`src/rtl/int_pkg.sv`:
```
// Shared types and constants for the interrupt controller.
// Contents: FSM state enum, default configuration constants, vector helper.
package int_pkg;

   localparam int unsigned NSRC_DEF     = 4;
   localparam int unsigned VEC_W        = 8;
   localparam logic [7:0]  VEC_BASE_DEF = 8'h02;
   localparam logic [7:0]  VEC_STEP_DEF = 8'h02;

   typedef enum logic [1:0] {
      IDLE     = 2'd0,
      REQ      = 2'd1,
      SERVICE  = 2'd2,
      REQ_NEST = 2'd3
   } int_state_e;

   // Vector of source idx: base + idx*step, wrapping mod 256.
   function automatic logic [7:0] idx_to_vec(input logic [7:0] idx,
                                             input logic [7:0] base,
                                             input logic [7:0] step);
      logic [15:0] prod;
      prod = 16'(idx) * 16'(step);
      return 8'(base + prod[7:0]);
   endfunction

endpackage

```
`src/rtl/int_ctrl_if.sv`:
```
// Bus between the interrupt controller and its surroundings (peripherals + ID).
// master: peripheral/decoder side (drives src, mask, gie strobes, ack, reti)
// slave : controller side (drives irq, int_vector, in_service, pending)
interface int_ctrl_if #(
   parameter int unsigned NSRC = int_pkg::NSRC_DEF
);
   logic [NSRC-1:0] src;
   logic            mask_we;
   logic [NSRC-1:0] mask_wdata;
   logic            gie_set;
   logic            gie_clr;
   logic            irq_ack;
   logic            reti;
   logic            irq;
   logic [7:0]      int_vector;
   logic            in_service;
   logic [NSRC-1:0] pending;

   modport master (
      output src, mask_we, mask_wdata, gie_set, gie_clr, irq_ack, reti,
      input  irq, int_vector, in_service, pending
   );

   modport slave (
      input  src, mask_we, mask_wdata, gie_set, gie_clr, irq_ack, reti,
      output irq, int_vector, in_service, pending
   );
endinterface

```
`src/rtl/int_prio_enc.sv`:
```
// Lowest-index-first priority encoder over enabled pending sources.
// Ports: pending, mask (NSRC) in; valid_c (any request), idx_c (winner) out.
module int_prio_enc #(
   parameter int unsigned NSRC = 4,
   parameter int unsigned IDXW = 2
) (
   input  logic [NSRC-1:0] pending,
   input  logic [NSRC-1:0] mask,
   output logic            valid_c,
   output logic [IDXW-1:0] idx_c
);

   logic [NSRC-1:0] req_c;

   // Scan high to low so the lowest set index is the last assignment.
   always_comb begin
      req_c   = pending & mask;
      valid_c = 1'b0;
      idx_c   = '0;
      for (int i = NSRC - 1; i >= 0; i--) begin
         if (req_c[i]) begin
            valid_c = 1'b1;
            idx_c   = IDXW'(i);
         end
      end
   end

endmodule

```
`src/rtl/int_ctrl.sv`:
```
// Vectored interrupt controller: edge capture, mask, global enable, priority
// arbitration and request/ack/in-service tracking for the core's single
// interrupt entry.
// Ports: clk, rst (sync, active-low), bus (int_ctrl_if.slave: src, mask_we,
//        mask_wdata, gie_set, gie_clr, irq_ack, reti in; irq, int_vector,
//        in_service, pending out).
// Build option: INT_NEST_EN enables one level of preemption in SERVICE.
module int_ctrl
   import int_pkg::*;
#(
   parameter int unsigned NSRC     = NSRC_DEF,
   parameter logic [7:0]  VEC_BASE = VEC_BASE_DEF,
   parameter logic [7:0]  VEC_STEP = VEC_STEP_DEF
) (
   input  logic        clk,
   input  logic        rst,
   int_ctrl_if.slave   bus
);

   localparam int unsigned IDXW = (NSRC > 1) ? $clog2(NSRC) : 1;

   int_state_e      state_q, state_d;
   logic [NSRC-1:0] src_prev_q, src_prev_d;
   logic [NSRC-1:0] mask_q, mask_d;
   logic [NSRC-1:0] pend_q, pend_d;
   logic            gie_q, gie_d;
   logic            irq_q, irq_d;
   logic [7:0]      vec_q, vec_d;
   logic            insvc_q, insvc_d;
   logic [IDXW-1:0] req_idx_q, req_idx_d;
`ifdef INT_NEST_EN
   logic [IDXW-1:0] act_idx_q, act_idx_d;
   logic [IDXW-1:0] save_idx_q, save_idx_d;
   logic            nested_q, nested_d;
`endif

   logic            enc_valid_c;
   logic [IDXW-1:0] enc_idx_c;
   logic            ack_take_c;
   logic            reti_take_c;
   logic            reti_idle_c;
   logic            preempt_c;
   logic [NSRC-1:0] edge_c;
   logic [NSRC-1:0] ack_clr_c;

   int_prio_enc #(
      .NSRC (NSRC),
      .IDXW (IDXW)
   ) u_prio_enc (
      .pending (pend_q),
      .mask    (mask_q),
      .valid_c (enc_valid_c),
      .idx_c   (enc_idx_c)
   );

   // Handshake qualifiers: strobes outside their state are ignored.
   always_comb begin
      ack_take_c  = bus.irq_ack && ((state_q == REQ) || (state_q == REQ_NEST));
      reti_take_c = bus.reti && (state_q == SERVICE);
`ifdef INT_NEST_EN
      reti_idle_c = reti_take_c && !nested_q;
      preempt_c   = (state_q == SERVICE) && !nested_q && enc_valid_c &&
                    (enc_idx_c < act_idx_q);
`else
      reti_idle_c = reti_take_c;
      preempt_c   = 1'b0;
`endif
   end

   // Edge capture, mask register, pending flags and global enable.
   always_comb begin
      src_prev_d = bus.src;
      edge_c     = bus.src & ~src_prev_q & mask_q;
      ack_clr_c  = ack_take_c ? (NSRC'(1) << req_idx_q) : '0;
      // A fresh edge on the acknowledged source survives the ack clear.
      pend_d     = (pend_q & ~ack_clr_c) | edge_c;
      mask_d     = mask_q;
      if (bus.mask_we) begin
         mask_d = bus.mask_wdata;
         pend_d = pend_d & bus.mask_wdata;
      end
      gie_d = gie_q;
      if (bus.gie_clr) gie_d = 1'b0;
      if (bus.gie_set) gie_d = 1'b1;
      if (ack_take_c)  gie_d = 1'b0;
      if (reti_idle_c) gie_d = 1'b1;
   end

   // FSM state register.
   always_ff @(posedge clk) begin
      if (!rst) state_q <= IDLE;
      else      state_q <= state_d;
   end

   // FSM next-state logic.
   always_comb begin
      state_d = state_q;
      case (state_q)
         IDLE:     if (gie_q && enc_valid_c) state_d = REQ;
         REQ:      if (ack_take_c) state_d = SERVICE;
         SERVICE: begin
            if (reti_idle_c)    state_d = IDLE;
            else if (preempt_c) state_d = REQ_NEST;
         end
`ifdef INT_NEST_EN
         REQ_NEST: if (ack_take_c) state_d = SERVICE;
`endif
         default:  state_d = IDLE;
      endcase
   end

   // FSM output / request-tracking logic (feeds registered outputs).
   always_comb begin
      irq_d      = irq_q;
      vec_d      = vec_q;
      insvc_d    = insvc_q;
      req_idx_d  = req_idx_q;
`ifdef INT_NEST_EN
      act_idx_d  = act_idx_q;
      save_idx_d = save_idx_q;
      nested_d   = nested_q;
`endif
      case (state_q)
         IDLE: begin
            if (gie_q && enc_valid_c) begin
               irq_d     = 1'b1;
               req_idx_d = enc_idx_c;
               vec_d     = idx_to_vec(8'(enc_idx_c), VEC_BASE, VEC_STEP);
            end
         end
         REQ, REQ_NEST: begin
            if (ack_take_c) begin
               irq_d   = 1'b0;
               vec_d   = 8'h00;
               insvc_d = 1'b1;
`ifdef INT_NEST_EN
               act_idx_d = req_idx_q;
               if (state_q == REQ_NEST) begin
                  save_idx_d = act_idx_q;
                  nested_d   = 1'b1;
               end
`endif
            end
         end
         SERVICE: begin
            if (reti_idle_c) begin
               insvc_d = 1'b0;
`ifdef INT_NEST_EN
            end else if (reti_take_c) begin
               // Nested handler done: resume the preempted one.
               act_idx_d = save_idx_q;
               nested_d  = 1'b0;
`endif
            end else if (preempt_c) begin
               irq_d     = 1'b1;
               req_idx_d = enc_idx_c;
               vec_d     = idx_to_vec(8'(enc_idx_c), VEC_BASE, VEC_STEP);
            end
         end
         default: ;
      endcase
   end

   // Datapath and output registers.
   always_ff @(posedge clk) begin
      if (!rst) begin
         src_prev_q <= '0;
         mask_q     <= '0;
         pend_q     <= '0;
         gie_q      <= 1'b0;
         irq_q      <= 1'b0;
         vec_q      <= 8'h00;
         insvc_q    <= 1'b0;
         req_idx_q  <= '0;
`ifdef INT_NEST_EN
         act_idx_q  <= '0;
         save_idx_q <= '0;
         nested_q   <= 1'b0;
`endif
      end else begin
         src_prev_q <= src_prev_d;
         mask_q     <= mask_d;
         pend_q     <= pend_d;
         gie_q      <= gie_d;
         irq_q      <= irq_d;
         vec_q      <= vec_d;
         insvc_q    <= insvc_d;
         req_idx_q  <= req_idx_d;
`ifdef INT_NEST_EN
         act_idx_q  <= act_idx_d;
         save_idx_q <= save_idx_d;
         nested_q   <= nested_d;
`endif
      end
   end

   assign bus.irq        = irq_q;
   assign bus.int_vector = vec_q;
   assign bus.in_service = insvc_q;
   assign bus.pending    = pend_q;

endmodule

```
`src/flat_wrapper.sv`:
```
// flat-port wrapper written by rule: the top's interface ports become plain ports
module int_ctrl_flat import int_pkg::*;
#(
   parameter int unsigned NSRC     = NSRC_DEF,
   parameter logic [7:0]  VEC_BASE = VEC_BASE_DEF,
   parameter logic [7:0]  VEC_STEP = VEC_STEP_DEF
)
  (clk, rst, bus_src, bus_mask_we, bus_mask_wdata, bus_gie_set, bus_gie_clr, bus_irq_ack, bus_reti, bus_irq, bus_int_vector, bus_in_service, bus_pending);
  int_ctrl_if #(.NSRC(NSRC)) bus_i ();
  input  logic clk;
  input  logic rst;
  input wire logic [$bits(bus_i.src)-1:0] bus_src;
  input wire logic [$bits(bus_i.mask_we)-1:0] bus_mask_we;
  input wire logic [$bits(bus_i.mask_wdata)-1:0] bus_mask_wdata;
  input wire logic [$bits(bus_i.gie_set)-1:0] bus_gie_set;
  input wire logic [$bits(bus_i.gie_clr)-1:0] bus_gie_clr;
  input wire logic [$bits(bus_i.irq_ack)-1:0] bus_irq_ack;
  input wire logic [$bits(bus_i.reti)-1:0] bus_reti;
  output wire logic [$bits(bus_i.irq)-1:0] bus_irq;
  output wire logic [$bits(bus_i.int_vector)-1:0] bus_int_vector;
  output wire logic [$bits(bus_i.in_service)-1:0] bus_in_service;
  output wire logic [$bits(bus_i.pending)-1:0] bus_pending;
  assign bus_i.src = bus_src;
  assign bus_i.mask_we = bus_mask_we;
  assign bus_i.mask_wdata = bus_mask_wdata;
  assign bus_i.gie_set = bus_gie_set;
  assign bus_i.gie_clr = bus_gie_clr;
  assign bus_i.irq_ack = bus_irq_ack;
  assign bus_i.reti = bus_reti;
  assign bus_irq = bus_i.irq;
  assign bus_int_vector = bus_i.int_vector;
  assign bus_in_service = bus_i.in_service;
  assign bus_pending = bus_i.pending;
  int_ctrl #(.NSRC(NSRC), .VEC_BASE(VEC_BASE), .VEC_STEP(VEC_STEP)) u_core (.clk(clk), .rst(rst), .bus(bus_i));
endmodule
```
`config.mk`:
```
export PLATFORM = sky130hd
export DESIGN_NAME = int_ctrl_flat
export DESIGN_NICKNAME = d
export VERILOG_FILES = /design/src/rtl/int_pkg.sv /design/src/rtl/int_ctrl_if.sv /design/src/rtl/int_prio_enc.sv /design/src/rtl/int_ctrl.sv /design/src/flat_wrapper.sv
export SDC_FILE = /design/constraint.sdc
export NUM_CORES = 1
export LEC_CHECK = 0
export ABC_CLOCK_PERIOD_IN_PS = 1500
export CAP_MARGIN = 5
export CORE_MARGIN = 3
export CORE_UTILIZATION = 45
export DETAILED_ROUTE_END_ITERATION = 7
export PLACE_DENSITY = 0.77
export RECOVER_POWER = 100
export SYNTH_ARGS = -nofsm -noshare
export SYNTH_HDL_FRONTEND = slang
export SYNTH_SLANG_ARGS = --single-unit
```
`constraint.sdc`:
```
create_clock -name clk -period 1.5 [get_ports clk]
set_input_delay 0.375 -clock clk [delete_from_list [all_inputs] [get_ports clk]]
set_output_delay 0.375 -clock clk [all_outputs]
set_load 0.005 [all_outputs]
```
# After elaboration in Yosys (flattened, before gate mapping)

Index checks and enable logic that the tools add are counted.

Logic and storage cells: 66
Bits in read-only memories: 0
Memory bits (writable): 0
Memories: 0
Latch bits: 0
Flip-flop bits (word level): 27
Input port bits: 15

Multiply operators: 0
Add/sub/neg operators: 1
Bitwise gates (word level): 9
Order comparisons: 0
Div/mod/pow operators: 0
Shift-type cells: 1
Equal/unequal tests: 7
Reductions and logical operators: 12
Mux-type cells: 27

Operators by type and width:

| cell                                                                  | count |
|---|---|
| 4-bit bitwise AND                                                     | 5 |
| 8-bit 2-to-1 mux                                                      | 2 |
| 8-bit case mux with 2 select lines                                    | 1 |
| 2-bit 2-to-1 mux                                                      | 7 |
| 1-bit 2-to-1 mux                                                      | 12 |
| 3-bit AND reduction                                                   | 3 |
| 4-bit 2-to-1 mux                                                      | 2 |
| 2-bit by 1-bit != test with 1-bit output, second input constant       | 4 |
| 4-bit inverter                                                        | 2 |
| 2-bit case mux with 3 select lines                                    | 1 |
| 2-bit by 3-bit adder with 4-bit output, first input constant          | 1 |
| 2-bit equality test, second input constant                            | 2 |
| 4-bit OR                                                              | 1 |
| 1-bit case mux with 2 select lines                                    | 2 |
| 4-bit nonzero test                                                    | 1 |
| 1-bit by 2-bit << shifter with 4-bit output, first input constant     | 1 |
| 1-bit logical AND                                                     | 3 |
| 2-bit by 1-bit equality test with 1-bit output, second input constant | 1 |
| 2-bit logical NOT                                                     | 1 |
| 2-bit AND reduction                                                   | 1 |
| 2-bit nonzero test                                                    | 1 |
| 2-bit OR reduction                                                    | 1 |
| 1-bit logical OR                                                      | 1 |
| 1-bit inverter                                                        | 1 |

# Logic depth before layout (Yosys ltp)

Gate-level depths: netlist of run 1.

Word-level depth: 9
Mapped depth: 6

# By module

From an unflattened synthesis of run 1, not the netlist that was laid out.

Cells, all modules: 105
Area, all modules: 918.4 µm²

Modules (own cells, without submodules):

| module       | instances | cells each | area an instance (µm²) |
|---|---|---|---|
| int_ctrl     | 1         | 98         | 870.8 |
| int_prio_enc | 1         | 7          | 47.5 |

# Least setup slack after synthesis of run 1

No wires, ideal clock.

Path kind: flip-flop to flip-flop
Start point: reg u_core.pend_q[2], in the netlist u_core.bus.pending[2]
End point: reg u_core.vec_q[2], in the netlist u_core.bus.int_vector[2]
Data arrival time: 1.126 ns
Required time: 1.372 ns
Clock period less this slack: 1.254 ns
Cell stages (with the launch flop): 7
Path slack: 0.246 ns
Cells stage by stage: dfxtp_1 nand2_1 a32oi_1 a21oi_1 ha_1 nand2_1 o21ai_0

Cells in the longest elaborated chain, start to end: 7
Elaborated cells between the ends (all ways): 13
Classes of those cells: add/sub: 1; eq/ne: 1; mux: 8; bitwise: 1; reduce/logical: 2

RTL lines:

| element                                | RTL line           | source |
|---|---|---|
| start, declared                        | int_ctrl.sv:25     | `logic [NSRC-1:0] pend_q, pend_d;` |
| start signal, assigned                 | int_ctrl.sv:183    | `pend_q <= pend_d;` |
| 4-bit bitwise AND                      | int_prio_enc.sv:17 | `req_c = pending & mask;` |
| 2-bit 2-to-1 mux (3 in a row)          | int_prio_enc.sv:21 | `if (req_c[i]) begin` |
| via u_core.enc_idx_c[0]                | int_ctrl.sv:38     | `logic [IDXW-1:0] enc_idx_c;` |
| 2-bit by 3-bit adder with 4-bit output | int_pkg.sv:23      | `return 8'(base + prod[7:0]);` |
| 8-bit 2-to-1 mux                       | int_ctrl.sv:125    | `if (gie_q && enc_valid_c) begin` |
| 8-bit case mux with 2 select lines     | int_ctrl.sv:123    | `case (state_q)` |
| end signal, assigned                   | int_ctrl.sv:186    | `vec_q <= vec_d;` |
| end, declared                          | int_ctrl.sv:28     | `logic [7:0] vec_q, vec_d;` |

The timed path passes the listed nets, and every way through them passes these cells. The select of a mux whose other input is x is not followed.
A chain may end at the register's enable or synchronous reset.

# Worst setup path in the final report of run 1

Start point: reg u_core.pend_q[1], in the netlist u_core.bus.pending[1]
End point: reg u_core.vec_q[2], in the netlist u_core.bus.int_vector[2]

Cells in the longest elaborated chain, start to end: 6
Elaborated cells between the ends (all ways): 11
Classes of those cells: add/sub: 1; eq/ne: 1; mux: 6; bitwise: 1; reduce/logical: 2

RTL lines:

| element                                | RTL line |
|---|---|
| 4-bit bitwise AND                      | int_prio_enc.sv:17 |
| 2-bit 2-to-1 mux (2 in a row)          | int_prio_enc.sv:21 |
| via u_core.enc_idx_c[1]                | int_ctrl.sv:38 |
| 2-bit by 3-bit adder with 4-bit output | int_pkg.sv:23 |
| 8-bit 2-to-1 mux                       | int_ctrl.sv:125 |
| 8-bit case mux with 2 select lines     | int_ctrl.sv:123 |

The timed path passes the listed nets, and every way through them passes these cells. The select of a mux whose other input is x is not followed.

==> flow_summary_export.csv, run 1 <==
group,metric,value,unit
job,max_cap_viol_count,0,
clock_network,cts_buffers,3,
worst_setup_path,reg2reg_from,"u_core.bus.pending[1]",
routing,drtIter0Drc,12,
clock_network,clkLatencyLatePin,310,ps
worst_setup_path,crit_path_start,"u_core.bus.pending[1]",
timing,hold_violations,0,
hold_path,min_to,"u_core.bus.int_vector[2]",
timing,worst_slack,126.1,ps
grt,antenna_found_initial,0,
placed_design,place_congestion,0.7093,
logic_synthesis,synth_top_area_cell,"dfxtp_1",
floorplan,num_io_pins,29,
logic_synthesis,synth_warnings,0,
floorplan,rows,16,
clock_network,tritoncts,"yes",
grt,grt_pass1_vias,798,
worst_setup_path,rrSetupSlack,130,ps
grt,grt_pass1_wl,3.574,mm
final_layout,fillers,184,
timing,maxSlewViolCount,0,
pwr,ir_worst_vdd,0.0006831,V
clock_network,htreeDepth,1,
worst_setup_path,critical_path_class,"flop to flop",
grt,grt-ovfl-total,0,
final_layout,diodes,0,
logic_synthesis,synthDistinctLibCells,27,
pwr,power,1.077,mW
worst_setup_path,r2r_cells,6,
clock_network,clk_pin_slew,130,ps
floorplan,die_x,52.27,um
worst_setup_path,cp_num_buf_inv,1,
placed_design,place_area,0.001244,mm2
worst_setup_path,cp_top_family,"flip-flops",
floorplan,die-area,0.002732,mm2
logic_synthesis,syn_inst,108,
final_layout,layoutNonFillerInstCount,169,
routing,final_antenna_net_count,0,
logic_synthesis,avgSynthCellArea,8.921,um2
pwr,leakagePower,0.5564,nW
clock_network,hold_buffers,0,
worst_setup_path,crit_arrival,1590,ps
floorplan,coreArea,0.002002,mm2
final_layout,area_growth,37.14,%
floorplan,initial_core_util,0.4812,
floorplan,fp.dieH,52.27,um
placed_design,io_buffers,23,
worst_setup_path,critPathSlowestCell,"dfxtp_1",
routing,first_pass_iters,4,
placed_design,pre_cts_slack,-27.41,ps
final_layout,fin_nets,159,
timing,min_period,1374,ps
logic_synthesis,yosys_register_bits,22,
routing,routedWlPerCell,12.45,um
logic_synthesis,ys_seq_area_frac,0.4571,
worst_setup_path,endpoint_kind,"flop",
worst_setup_path,path_cells,"buf_4, a22o_1, nor2b_1, ha_1, nand2_1, o21ai_1",
hold_path,hold_start,"u_core.bus.int_vector[2]",
worst_setup_path,path_depth,6,
hold_path,hp-class,"flop to flop",
routing,vias,875,
worst_setup_path,r2r-end,"u_core.bus.int_vector[2]",
timing,grt_setup_unrepaired,"false",
clock_network,cts_num_sinks,22,
worst_setup_path,worst-path-max-fanout,4,
worst_setup_path,crit_path_start_kind,"flop",
clock_network,cts-root-buf,"clkbuf_4",
timing,setup_viol,0,
placed_design,place_inst,159,
timing,clock.fmax,0.7279,GHz
routing,drc,0,
timing,fin_crit_sh,0.9159,
clock_network,cts.path.max_buffers,2,
routing,wl,2.104,mm
final_layout,multi_input_area,490.5,um2
logic_synthesis,synth_top_cell_area_share,0.4571,
logic_synthesis,synth_area,963.4,um2
worst_setup_path,cp_slowest_stage_delay,350,ps
final_layout,drive_gt1_frac,0.1620,
routing,viasPerCell,5.178,
logic_synthesis,synthTopCellsByArea,"dfxtp_1, a21oi_1, o21ai_0",
timing,whs,471.9,ps
worst_setup_path,required,1710,ps
final_layout,fin_area,0.001321,mm2
final_layout,regArea,446.7,um2
grt,grtUsageTotal,0.1747,
outcome,outcome,"completed",
placed_design,hpwlAfterDp,1.449,mm
pwr,p_per_area,814.9,mW/mm2
timing,skew,6.387,ps
hold_path,holdPathStages,2,
grt,grt_max_degree,26,
## cell usage after synthesis (all sizes together)
master and count:
nand2 12, clkbuf 3, dfxtp 22, or3b 1, nand3b 3, o21ai 11
a32oi 2, conb 1, nor2b 4, mux2i 3, inv 4, nand3 2
and2 5, nor2 6, o21a 1, nor3b 1, a21boi 3, o31ai 3
a21oi 9, nand4 4, buf 5, ha 1, a22o 2
## through the flow
| step | utilization | TNS (ps) |
|---|---|---|
| after detailed placement | 0.6213 | -56.17 |
| after CTS | 0.6594 | 0 |
| after floorplan | - | 0 |
| after global routing | 0.6600 | 0 |
| after global placement | 0.6213 | 0 |
| final | 0.6600 | 0 |
## per-layer routing
| metal | wire length, um | global-route usage |
|---|---|---|
| met2 | 992 | 0.2929 |
| met3 | 162 | 0.03134 |
| met5 | 0 | 0 |
| met4 | 31 | 0.08085 |
| met1 | 917 | 0.2154 |
## cells in the final DEF, fill, tap and decap left out, types with 5 or more instances in the layout
master            n
nor2_1            6
nand2_1          12
o21ai_0           9
a21oi_1           9
conb_1            5
dfxtp_1          19
dlygate4sd2_1     9
clkdlybuf4s50_1  13
buf_4            10
## worst max path at each step
stage                          endpoint  slack, ps
2_1_floorplan  u_core.bus.int_vector[2]        250
3_3_place_gp          u_core.state_q[0]         20
3_5_place_dp          u_core.state_q[0]        -30
4_1_cts        u_core.bus.int_vector[2]         60
5_1_grt        u_core.bus.int_vector[2]         30
6_report       u_core.bus.int_vector[2]        130
## kinds of logic after synthesis
logic type                 Yosys count  share of synthesized area
DFF                                 22                     0.4571
adders and majority gates            1                    0.01298
and+or+nand+nor                     38                     0.2169
other                                1                   0.003892
muxes                                3                    0.03117
AOI/OAI and AO/OA                   31                     0.2117
buffers and inverters               12                    0.06623
## final cells by class
cell class                      instances  area share
Sequential cell                        22      0.3381
Tap cell                               27     0.02557
Clock buffer                            4     0.02746
Inverter                                4     0.01136
Timing Repair Buffer                   34      0.2263
Multi-Input combinational cell         78      0.3712
## state kept, by name, indices dropped and copies added (netlist names), 2 cells and up
register               count
u_core.src_prev_q          4
u_core.state_q             2
u_core.bus.int_vector      3
u_core.mask_q              4
u_core.req_idx_q           2
u_core.bus.pending         4
## report_power, final
part	switching [mW]	internal (mW)	total (mW)
logic	0.0542	0.0743	0.128
clock network	0.184	0.148	0.332
registers	0.0137	0.603	0.616
total	0.252	0.825	1.08
## timing repair
action / in CTS / in global routing
endpoints found under the hold margin: 0 / 0
buffers inserted: 5 / 1
setup endpoints to repair: 9 / 1
pin swaps: 0 / 1
resized for setup: 19 / 4
## worst min-delay path: cells and delay by family (launching register included)
| family | cells | cell delay (ps) |
|---|---|---|
| AO/OA/AOI/OAI | 1 | 50 |
| AND/OR/NAND/NOR | 1 | 60 |
| flip-flops | 1 | 330 |
(Power assumes the default switching activity.)
==> run 2: changes to the inputs <==
- ABC_CLOCK_PERIOD_IN_PS: 1500 -> 1100
- CORE_UTILIZATION: 45 -> 41
- PLACE_DENSITY: 0.77 -> 0.74
- clock period: 1.5 -> 1.1 ns (I/O delays scaled with it)
==> run 2 against run 1 <==
Compared with the run above: the flow now finishes with violations (setup timing); clock skew fell by 1.5 ps; critical endpoint unchanged; combinational power rose by 88%; routed wire length rose by 26%; largest cell class unchanged.
==> flow_summary_export.csv, run 2 (synthesis gave the netlist of run 1 again) <==
group,metric,value,unit
timing,skew,4.923,ps
job,max_cap_viol_count,0,
pwr,p_per_area,979.4,mW/mm2
grt,grt_pass1_vias,924,
grt,grt_pass1_wl,4.064,mm
final_layout,drive_gt1_frac,0.4125,
hold_path,hp-class,"flop to flop",
routing,wl_met3,162,um
timing,grt_setup_unrepaired,"true",
clock_network,htreeDepth,1,
clock_network,cts-root-buf,"clkbuf_4",
grt,grtUsageTotal,0.1884,
worst_setup_path,crit_arrival,1580,ps
final_layout,mostFrequentLayoutCell,"buf_4",
routing,drc,0,
clock_network,tritoncts,"yes",
worst_setup_path,endpoint_kind,"flop",
grt,grt-ovfl-total,0,
timing,fin_crit_sh,1.201,
floorplan,coreArea,0.002082,mm2
worst_setup_path,path_cells,"buf_6, nand2_4, a32oi_4, a21oi_2, ha_4, nand2_2, o21ai_1",
routing,wl,2.643,mm
routing,first_pass_iters,4,
timing,maxSlewViolCount,0,
clock_network,clk_pin_slew,130,ps
placed_design,place_congestion,0.7943,
final_layout,fillers,148,
timing,worst_slack,-221.1,ps
routing,wl_met1,1.094,mm
outcome,violations,"setup timing",
worst_setup_path,crit_path_start_kind,"flop",
timing,min_period,1321,ps
floorplan,rows,16,
pwr,ir_worst_vdd,0.0009554,V
final_layout,diodes,0,
outcome,outcome,"finished with violations",
clock_network,hold_buffers,0,
routing,final_antenna_net_count,0,
floorplan,initial_core_util,0.4627,
worst_setup_path,cp_slowest_stage_delay,360,ps
worst_setup_path,critPathSlowestCell,"dfxtp_2",
timing,fin_tns_setup,-1634,ps
worst_setup_path,reg2reg_from,"u_core.bus.pending[2]",
routing,routedWlPerCell,14.13,um
timing,hold_violations,0,
worst_setup_path,rrSetupSlack,-220,ps
placed_design,hpwlAfterDp,1.598,mm
final_layout,layout_common_cells,"buf_4, clkdlybuf4s50_1, buf_6, dfxtp_1",
hold_path,hold_start,"u_core.bus.irq",
pwr,leakagePower,0.6587,nW
clock_network,cts_buffers,3,
worst_setup_path,crit_path_start,"u_core.bus.pending[2]",
final_layout,fin_nets,177,
grt,grt_max_degree,26,
worst_setup_path,critical_path_class,"flop to flop",
worst_setup_path,required,1360,ps
routing,wl_met2,1.340,mm
timing,setup_viol,10,
floorplan,fp.dieH,54.48,um
placed_design,io_buffers,23,
final_layout,area_growth,62.86,%
routing,dr.max_layer_used,"met4",
final_layout,regArea,459.2,um2
grt,antenna_found_initial,0,
routing,vias,955,
floorplan,die-area,0.002968,mm2
routing,viasPerCell,5.107,
worst_setup_path,worst-path-max-fanout,3,
clock_network,cts_num_sinks,22,
worst_setup_path,cp_num_buf_inv,1,
floorplan,num_io_pins,29,
clock_network,clkLatencyLatePin,310,ps
final_layout,multi_input_area,568.0,um2
floorplan,die_x,54.48,um
clock_network,cts.path.max_buffers,2,
timing,clock.fmax,0.7569,GHz
routing,drtIter0Drc,16,
placed_design,place_area,0.001321,mm2
worst_setup_path,cp_top_family,"compound AO/OA/AOI/OAI gates",
final_layout,fin_area,0.001569,mm2
==> run 2: cell count changes in the layout (fill, tap and decap cells not counted), moves of 2 or more <==
cell | previous run | this run
nand2_1 | 12 | 9
dfxtp_2 | 2 | 9
and2_0 | 2 | 0
dfxtp_1 | 19 | 11
dlygate4sd2_1 | 9 | 0
buf_6 | 0 | 11
buf_2 | 0 | 6
o21ai_0 | 9 | 6
nand2_2 | 0 | 2
and2_1 | 3 | 5
buf_4 | 10 | 19
o21ai_1 | 1 | 4
==> run 2: what timing repair did <==
| action | CTS | global route |
|---|---|---|
| pin swaps | 8 | 9 |
| gates resized for setup | 62 | 11 |
| cloned | 1 | 0 |
| buffers inserted | 11 | 4 |
| endpoints found under the hold margin | 0 | 0 |
| endpoints found under the setup margin | 20 | 12 |
==> run 2: path summary, 6_finish.rpt <==
| kind | end | depth (start not counted) |
|---|---|---|
| hold / removal | u_core.bus.irq | 2 |
| setup reg to reg | u_core.bus.int_vector[2] | 7 |
| setup / recovery | u_core.bus.int_vector[2] | 7 |
| hold reg to reg | u_core.bus.irq | 2 |
==> run 2: worst register-to-register path: stages (launching register included) <==
cell	delay, ps
dfxtp_2	360
buf_6	110
nand2_4	60
a32oi_4	250
a21oi_2	80
ha_4	270
nand2_2	30
o21ai_1	110
==> run 2: through the flow <==
step	instances	total power [mW]	hold WS, ps	worst slack, ps	util
final	187	1.537	458.0	-221.1	0.7536
after global routing	187	1.604	490.6	-269.0	0.7536
after CTS	184	1.511	460.4	-238.2	0.7212
after detailed placement	168	1.053	458.1	-336.0	0.6346
after global placement	168	1.047	449.1	-278.7	0.6346
after floorplan	112	0.9476	396.7	-102.8	-
==> run 2: where the power goes <==
part | internal [mW] | switching [mW] | leakage (nW)
clock network | 0.202 | 0.253 | 0.0210
registers | 0.820 | 0.0216 | 0.186
logic | 0.143 | 0.0965 | 0.452
==> run 2: area by class of cell <==
| class | count | area share |
|---|---|---|
| Sequential cell | 22 | 0.2927 |
| Timing Repair Buffer | 51 | 0.2911 |
| Clock buffer | 4 | 0.02313 |
| Tap cell | 27 | 0.02153 |
| Multi-Input combinational cell | 79 | 0.3620 |
| Inverter | 4 | 0.009569 |
==> run 2: routing by layer <==
metal  vias up  global-route usage
met5         -                   0
met4         0             0.06639
met3         5             0.02452
met2        41              0.3386
met1       437              0.2268
li1        472                   -
==> run 3: changes to the inputs <==
- CELL_PAD_IN_SITES_DETAIL_PLACEMENT: unset -> 1
- CELL_PAD_IN_SITES_GLOBAL_PLACEMENT: unset -> 1
- CORE_UTILIZATION: 41 -> 30
- PLACE_DENSITY: 0.74 -> unset
- PLACE_DENSITY_LB_ADDON: unset -> 0.1
==> run 3 against run 2 <==
Compared with the run above: the run still ends with setup timing left; final cell count increased by 5.9%; total power decreased by 6.0%; combinational power decreased by 3%; via count decreased by 0.52%; global-route usage decreased by 4.2 points; cell area decreased by 3.7%; die area increased by 32%.
==> flow_summary_export.csv, run 3 (synthesis gave the netlist of run 1 again) <==
group,metric,value,unit
outcome,outcome,"finished with violations",
outcome,violations,"setup timing",
floorplan,fp.dieH,62.67,um
hold_path,min_to,"u_core.bus.irq",
pwr,combPwrFrac,0.162,
timing,maxSlewViolCount,0,
grt,grt_pass1_wl,4.636,mm
routing,routedWlPerCell,14.22,um
timing,clock.fmax,0.7376,GHz
timing,skew,5.692,ps
routing,wl,2.815,mm
worst_setup_path,required,1310,ps
worst_setup_path,crit_path_start_kind,"flop",
final_layout,fillers,344,
job,max_cap_viol_count,0,
final_layout,drive_gt1_frac,0.4038,
routing,drc,0,
timing,hold_violations,0,
worst_setup_path,endpoint_kind,"flop",
worst_setup_path,reg2reg_from,"u_core.bus.pending[2]",
placed_design,pre_cts_slack,-332.4,ps
worst_setup_path,rrSetupSlack,-260,ps
worst_setup_path,r2r-end,"u_core.bus.int_vector[2]",
clock_network,cts-root-buf,"clkbuf_4",
routing,drtIter0Drc,20,
timing,grt_setup_unrepaired,"true",
floorplan,num_io_pins,29,
pwr,power_frac_seq,0.583,
pwr,p_per_area,956.3,mW/mm2
pwr,switching_share,0.2458,
floorplan,die-area,0.003928,mm2
floorplan,rows,19,
final_layout,area_growth,56.75,%
timing,whs,472.0,ps
clock_network,htreeDepth,1,
grt,grt-ovfl-total,0,
routing,viasPerCell,4.798,
timing,fin_crit_sh,1.232,
clock_network,clk_pin_slew,120,ps
floorplan,initial_core_util,0.3322,
worst_setup_path,crit_arrival,1560,ps
placed_design,io_buffers,23,
routing,vias,950,
final_layout,diodes,0,
clock_network,tritoncts,"yes",
routing,final_antenna_net_count,0,
clock_network,cts.path.max_buffers,2,
grt,grt_max_degree,26,
pwr,power,1.444,mW
worst_setup_path,r2r_cells,6,
final_layout,mostFrequentLayoutCell,"buf_4",
pwr,ir_worst_vdd,0.0006729,V
hold_path,hold_start,"u_core.bus.irq",
worst_setup_path,worst-path-max-fanout,3,
pwr,clockPowerShare,0.255,
final_layout,layout_common_cells,"buf_4, clkdlybuf4s50_1, dfxtp_2",
pwr,power.net_switching,0.3550,mW
placed_design,place_congestion,0.7670,
timing,worst_slack,-255.7,ps
clock_network,cts_buffers,3,
hold_path,holdPathStages,2,
worst_setup_path,critical_path_class,"flop to flop",
timing,setup_viol,8,
placed_design,hpwlAfterDp,1.893,mm
grt,grtUsageTotal,0.1469,
floorplan,coreArea,0.002900,mm2
final_layout,fin_nets,174,
hold_path,hp-class,"flop to flop",
pwr,leakagePower,0.6256,nW
grt,grt_pass1_vias,1015,
grt,antenna_found_initial,0,
clock_network,cts_num_sinks,22,
floorplan,die_x,62.67,um
clock_network,clkLatencyLatePin,310,ps
pwr,intPower,1.089,mW
timing,min_period,1356,ps
routing,first_pass_iters,3,
[run 3: per-layer routing]
metal,GRT usage,wire length [um],vias up
li1,-,-,470
met1,0.1632,1114,454
met2,0.2743,1552,21
met3,0.04317,125,5
met4,0.03030,22,0
met5,0,0,-
[run 3: worst max-delay path by stage]
stage | startpoint | to | slack (ps)
global route | u_core.bus.pending[2] | u_core.bus.int_vector[1] | -320
global placement | bus_irq_ack | u_core.bus.pending[0] | -340
floorplan | u_core.mask_q[2] | u_core.bus.int_vector[2] | -100
finish | u_core.bus.pending[2] | u_core.bus.int_vector[2] | -260
CTS | u_core.bus.pending[2] | u_core.bus.int_vector[2] | -240
detailed placement | bus_irq_ack | u_core.bus.pending[2] | -330
[run 3: final cells by class]
type	instances	area (um2)	share of cell area
Clock buffer	3	22.52	0.01491
Inverter	4	15.01	0.009942
Multi-Input combinational cell	79	539.3	0.3571
Sequential cell	22	459.2	0.3041
Timing Repair Buffer	48	421.7	0.2792
Tap cell	42	52.55	0.03480
[run 3: power groups by stage]
stage	clock network [mW]	logic [mW]	registers (mW)
CTS	0.375	0.225	0.840
floorplan	0	0.0890	0.859
global placement	0	0.195	0.859
finish	0.368	0.234	0.842
detailed placement	0	0.199	0.861
global route	0.412	0.257	0.845
[run 3: timing repair]
item / 4_1_cts / 5_1_grt
pin swaps: 9 / 7
gates resized for setup: 59 / 12
cloned: 1 / 0
hold buffers: 0 / 0
setup buffers: 7 / 2
endpoints found under the setup margin: 18 / 14
[run 3: per-stage QoR]
step           setup TNS (ps)    util  cells  area, um2
2_1_floorplan          -109.1       -    112      988.4
3_5_place_dp            -4957  0.4698    186       1363
5_1_grt                 -1958  0.5207    198       1510
3_3_place_gp            -4374  0.4698    186       1363
4_1_cts                 -1431  0.5112    197       1483
6_report                -1363  0.5207    198       1510
[run 3: worst max-delay path: stages (launching register included)]
cell and delay [ps]:
dfxtp_2 340, buf_6 120, a22o_4 270, nor2b_4 120
ha_1 290, nand2_1 70, o21ai_1 60
